**config.mk**
```make
export PLATFORM = sky130hd
export DESIGN_NAME = lzd_arbiter_48
export DESIGN_NICKNAME = d
export VERILOG_FILES = /design/src/rtl/lzd_arbiter_48.sv
export SDC_FILE = /design/constraint.sdc
export NUM_CORES = 1
export LEC_CHECK = 0
export BUFFER_PORTS_ARGS = -buffer_cell sky130_fd_sc_hd__buf_2
export CORE_MARGIN = 10
export CORE_UTILIZATION = 55
export CTS_BUF_LIST = sky130_fd_sc_hd__clkbuf_16
export CTS_CLUSTER_DIAMETER = 30
export CTS_CLUSTER_SIZE = 24
export DETAILED_ROUTE_END_ITERATION = 10
export GPL_ROUTABILITY_DRIVEN = 0
export HOLD_SLACK_MARGIN = 0.12
export PLACE_DENSITY = 0.8
export SLEW_MARGIN = 5
export SYNTH_ARGS = -nofsm -noshare
export SYNTH_HDL_FRONTEND = slang
export SYNTH_SLANG_ARGS = --single-unit
```
**constraint.sdc**
```tcl
create_clock -name clk -period 4.39 [get_ports clk]
set_input_delay 0.878 -clock clk [delete_from_list [all_inputs] [get_ports clk]]
set_output_delay 0.878 -clock clk [all_outputs]
set_load 0.005 [all_outputs]
```
**src/rtl/lzd_arbiter_48.sv**
```systemverilog
// Two-requester round-robin front end for one shared 48-bit leading-zero detector/normaliser.
// Latency: operand handshake at cycle N gives out_valid at cycle N+2; one operand per 3 cycles at best.
// Backpressure: result holds in RESP until out_ready; requests stay pending (ready low) while busy.

// Combinational 48-bit leading-zero detector: counts zeros from bit 47 down.
module lzd48 (
  input  logic [47:0] din,
  output logic [5:0]  lz,
  output logic        zero
);

  // Scan upward so the highest set bit makes the final assignment.
  always_comb begin
    lz   = '0;
    zero = (din == '0);
    for (int i = 0; i < 48; i++) begin
      if (din[i]) lz = 6'(47 - i);
    end
  end

endmodule

module lzd_arbiter_48 #(
  parameter logic       RR_INIT = 1'b0,
  parameter logic [5:0] ZERO_LZ = 6'd48
) (
  input  logic        clk,
  input  logic        reset,
  input  logic        req0_valid,
  input  logic [47:0] req0_data,
  output logic        req0_ready,
  input  logic        req1_valid,
  input  logic [47:0] req1_data,
  output logic        req1_ready,
  output logic        out_valid,
  input  logic        out_ready,
  output logic [5:0]  out_lz,
  output logic [47:0] out_norm,
  output logic        out_zero,
  output logic        out_tag,
  output logic        busy
);

  typedef enum logic [1:0] {
    IDLE = 2'd0,
    CALC = 2'd1,
    RESP = 2'd2
  } state_t;

  state_t      state, state_nxt;
  logic [47:0] op_q;
  logic        tag_q;
  logic        last_q;     // last grantee; the other side wins a tie
  logic        grant_any;
  logic        grant_sel;
  logic        take;
  logic [5:0]  lzd_lz;
  logic        lzd_zero;
  logic [47:0] lzd_norm;

  // Single shared detector, always fed from the latched operand.
  lzd48 u_lzd (
    .din  (op_q),
    .lz   (lzd_lz),
    .zero (lzd_zero)
  );

  // A zero operand yields lz = 0 from the detector, so the shift gives 0 as required.
  assign lzd_norm = op_q << lzd_lz;

  // Arbitration: lone requester wins; on a tie the one not granted last wins.
  always_comb begin
    grant_any = req0_valid | req1_valid;
    grant_sel = (req0_valid & req1_valid) ? ~last_q : req1_valid;
  end

  // Next-state and handshake outputs; ready is only ever raised in IDLE outside reset.
  always_comb begin
    state_nxt  = state;
    req0_ready = 1'b0;
    req1_ready = 1'b0;
    take       = 1'b0;
    out_valid  = 1'b0;
    busy       = (state != IDLE);
    case (state)
      IDLE: begin
        if (grant_any && !reset) begin
          take       = 1'b1;
          req0_ready = ~grant_sel;
          req1_ready = grant_sel;
          state_nxt  = CALC;
        end
      end
      CALC: state_nxt = RESP;
      RESP: begin
        out_valid = 1'b1;
        if (out_ready) state_nxt = IDLE;
      end
      default: state_nxt = IDLE;
    endcase
  end

  // State register; reset drops any in-flight operand by returning to IDLE.
  always_ff @(posedge clk) begin
    if (reset) state <= IDLE;
    else       state <= state_nxt;
  end

  // Operand/tag capture at grant and round-robin pointer update.
  always_ff @(posedge clk) begin
    if (reset) begin
      op_q   <= '0;
      tag_q  <= 1'b0;
      last_q <= ~RR_INIT;
    end else if (take) begin
      op_q   <= grant_sel ? req1_data : req0_data;
      tag_q  <= grant_sel;
      last_q <= grant_sel;
    end
  end

  // Result registers load only in CALC, so they hold through RESP and afterwards.
  always_ff @(posedge clk) begin
    if (reset) begin
      out_lz   <= '0;
      out_norm <= '0;
      out_zero <= 1'b0;
      out_tag  <= 1'b0;
    end else if (state == CALC) begin
      out_lz   <= lzd_zero ? ZERO_LZ : lzd_lz;
      out_norm <= lzd_norm;
      out_zero <= lzd_zero;
      out_tag  <= tag_q;
    end
  end

endmodule

```
==> results by group <==
Synthesis
  – Yosys warnings: 0
  – Commonest cells in the netlist: nor2_1, dfxtp_1, nand2_1
  – Post-Syn Nets: 1128
  – Count leader, synth: nor2_1
  – Seq/Total Area, Yosys: 27.1%
  – Synthesized cell area: 7960 sq um
  – Post-synth EDFFs: 0
  – Predominant post-synthesis flop cell: dfxtp_1
  – Mapped Avg Cell Area: 7.75 sq um
  – Ys async rst share: 0%
  – Distinct cells, synth: 74
  – Synth area leaders: dfxtp_1, mux2i_1, nor2_1, a211oi_1, nand2_1
  – Dominant cell type by area after synthesis: dfxtp_1
  – Yosys reg bits: 108
  – Cell count after synthesis: 1027
  – Area share of the largest cell type after synthesis: 27.1%

Setup path
  – Worst stage delay on the critical path: 1090 ps
  – Startpoint types: flop
  – Setup crit end: out_norm[17]
  – R2r setup slk: 490 ps
  – Worst Path Class, Setup: flop to flop
  – Critical Path Start: op_q[32]
  – Worst-case reg-to-reg path depth: 7
  – Critical Path, Cell by Cell: nor4_1, nand2_1, nor2_1, o21ai_1, nor3_1, nand3_1, o221ai_1
  – Worst Path Max Fanout: 9
  – Critical Path RT: 4670 ps
  – CP delay by family, top: simple AND/OR/NAND/NOR gates
  – Worst Path Buf+Inv: 0
  – Reg2reg end: out_norm[17]
  – RR Startpoint: op_q[32]
  – Worst Setup End Kind: flop
  – CP max-delay cell: nor3_1
  – Worst path depth: 7
  – Arr. time, crit path: 4190 ps

CTS
  – CTS tree: done
  – CTS buffer count: 9
  – Clk buf depth: 2
  – Clock-pin slew on the worst setup and hold paths: 70 ps
  – Post-CTS sizing: 0
  – Hold_buf cts: 0
  – Clk sinks: 108
  – # Post-CTS Setup Buffers: 0
  – Clock Latency Late Sink: 370 ps
  – H-Tree Depth: 3
  – Root cell of the clock tree: clkbuf_16

Floorplan
  – Die X: 140 um
  – Initial core utilization: 56.7%
  – Total Die Area: 19700 sq um
  – Row cnt: 43
  – Die Y-Extent: 140 um
  – Core area: 14000 sq um
  – I/O pins: 161

Power and ir drop
  – Lkg Pwr: 3.75 nW
  – PwrDens: 491 nW/um^2
  – Maximum VDD drop: 0.000362 V

GRT
  – Antenna violations before repair: 0
  – Largest net degree at the start of global routing: 98
  – Routing usage on met2: 40.3%
  – GRT met3 Usage: 9.30%
  – Vias in the first global route: 8417
  – GRT busiest layer: met2
  – Met1 Use GR: 33.0%
  – GR Util All Layers: 26.6%
  – Global route overflow: 0
  – First-pass GRT wire length: 44200 um

Timing
  – Setup Skew: 8.24 ps
  – TNS Setup: 0 ps
  – Fin crit period: 3900 ps
  – Slew Viols, Final: 0
  – Unrepaired setup endpoints after global routing: false
  – Hold_ws: 444 ps
  – Final Hold Vio Count: 0
  – Period utilization: 88.9%
  – Fmax: 256 MHz
  – Worst Tran Pin Value: 1270 ps
  – Fin worst setup slack: 486 ps
  – Slew HR: 14.4%
  – Setup violators final: 0

Run status
  – Outcome: complete, no violations

Job
  – Max_cap viols: 0

Layout
  – Ant. Diodes: 0
  – Non-Filler Instances: 1317
  – Area delta synth->final: 15.8%
  – Final-stage net count: 1233
  – Share of layout cells above drive strength 1: 22.3%

Routing
  – Vias/cell: 6.80
  – Drt pass-1 iters: 8
  – Initial DRC Count: 1468
  – DRC viols: 0
  – Wire per inst: 21.1 um
  – Post-Route WL: 27900 um
  – Antenna viol nets, final: 0
  – Via count: 8952

Min path
  – Hold Crit Class: flop to flop
  – WHS Path Cells: 2

Placement
  – Pre-CTS setup slack: 647 ps
  – Buffers on Ports: 160
  – Post-DP HPWL: 21200 um
  – Total placed cells including tap cells: 1301
[worst min-delay path by stage]
stage / end / from / slack, ps
floorplan: out_tag / tag_q / 430
global placement: out_norm[12] / out_norm[12] / 430
detailed placement: out_norm[14] / out_norm[14] / 440
CTS: out_norm[12] / out_norm[12] / 450
global route: out_tag / out_tag / 470
finish: out_norm[12] / out_norm[12] / 440
[power breakdown]
| group | internal [mW] | total [mW] | switching, mW |
|---|---|---|---|
| logic | 0.879 | 2.35 | 1.48 |
| registers | 1.10 | 1.28 | 0.179 |
| clock network | 0.503 | 0.890 | 0.387 |
[stage by stage]
stage	util (%)	total power, mW	area (sq um)
2_1_floorplan	-	2.84	7960
3_3_place_gp	63.4	3.51	8900
3_5_place_dp	63.4	3.54	8900
4_1_cts	65.7	4.43	9220
5_1_grt	65.7	4.72	9220
6_report	65.7	4.53	9220
[cells in the final DEF (no fill, tap or decap), types with 12 or more instances in the layout]
| cell | n |
|---|---|
| a31oi_1 | 21 |
| nand2_1 | 98 |
| o22ai_1 | 17 |
| o21ai_1 | 18 |
| o211ai_1 | 24 |
| dfxtp_1 | 108 |
| mux2i_1 | 86 |
| buf_2 | 160 |
| nor2_1 | 131 |
| nand3_1 | 17 |
| a211oi_1 | 65 |
| nor3_1 | 21 |
| nor4_1 | 15 |
| a21oi_1 | 44 |
| and2_1 | 15 |
| a22oi_1 | 12 |
| o21ai_0 | 40 |
| buf_4 | 37 |
[worst min-delay path, delay by kind of cell (launching register included)]
family,cells,cell delay (ps)
AO/OA/AOI/OAI,1,50
AND/OR/NAND/NOR,1,50
flip-flops,1,310
[flip-flops by register name, summed over array words and instances, names as in the netlist]
name      count
last_q        1
tag_q         1
out_lz        6
state         2
out_norm     48
out_tag       1
op_q         48
out_zero      1
[metal layers]
layer	routed length [um]	share of wire, %
met1	10700	39
met2	12100	43
met3	3590	13
met4	1460	5.2
met5	0	0
[cell type report]
| class | count | area, sq um |
|---|---|---|
| multi-input combinational | 803 | 5370 |
| fill | 1250 | 4820 |
| sequential | 108 | 2160 |
| timing repair buffer | 198 | 1100 |
| clock buffer | 9 | 225 |
| tap | 180 | 225 |
| clock inverter | 7 | 98.8 |
| inverter | 12 | 45.0 |
[kinds of logic after synthesis]
group                  count (synthesis)  synth area share [%]
flip-flops                           108                  27.1
AO/OA/AOI/OAI                        355                  31.9
buffers and inverters                116                  5.83
multiplexers                         112                  16.3
AND/OR/NAND/NOR                      336                  18.8
(Power assumes the default switching activity.)
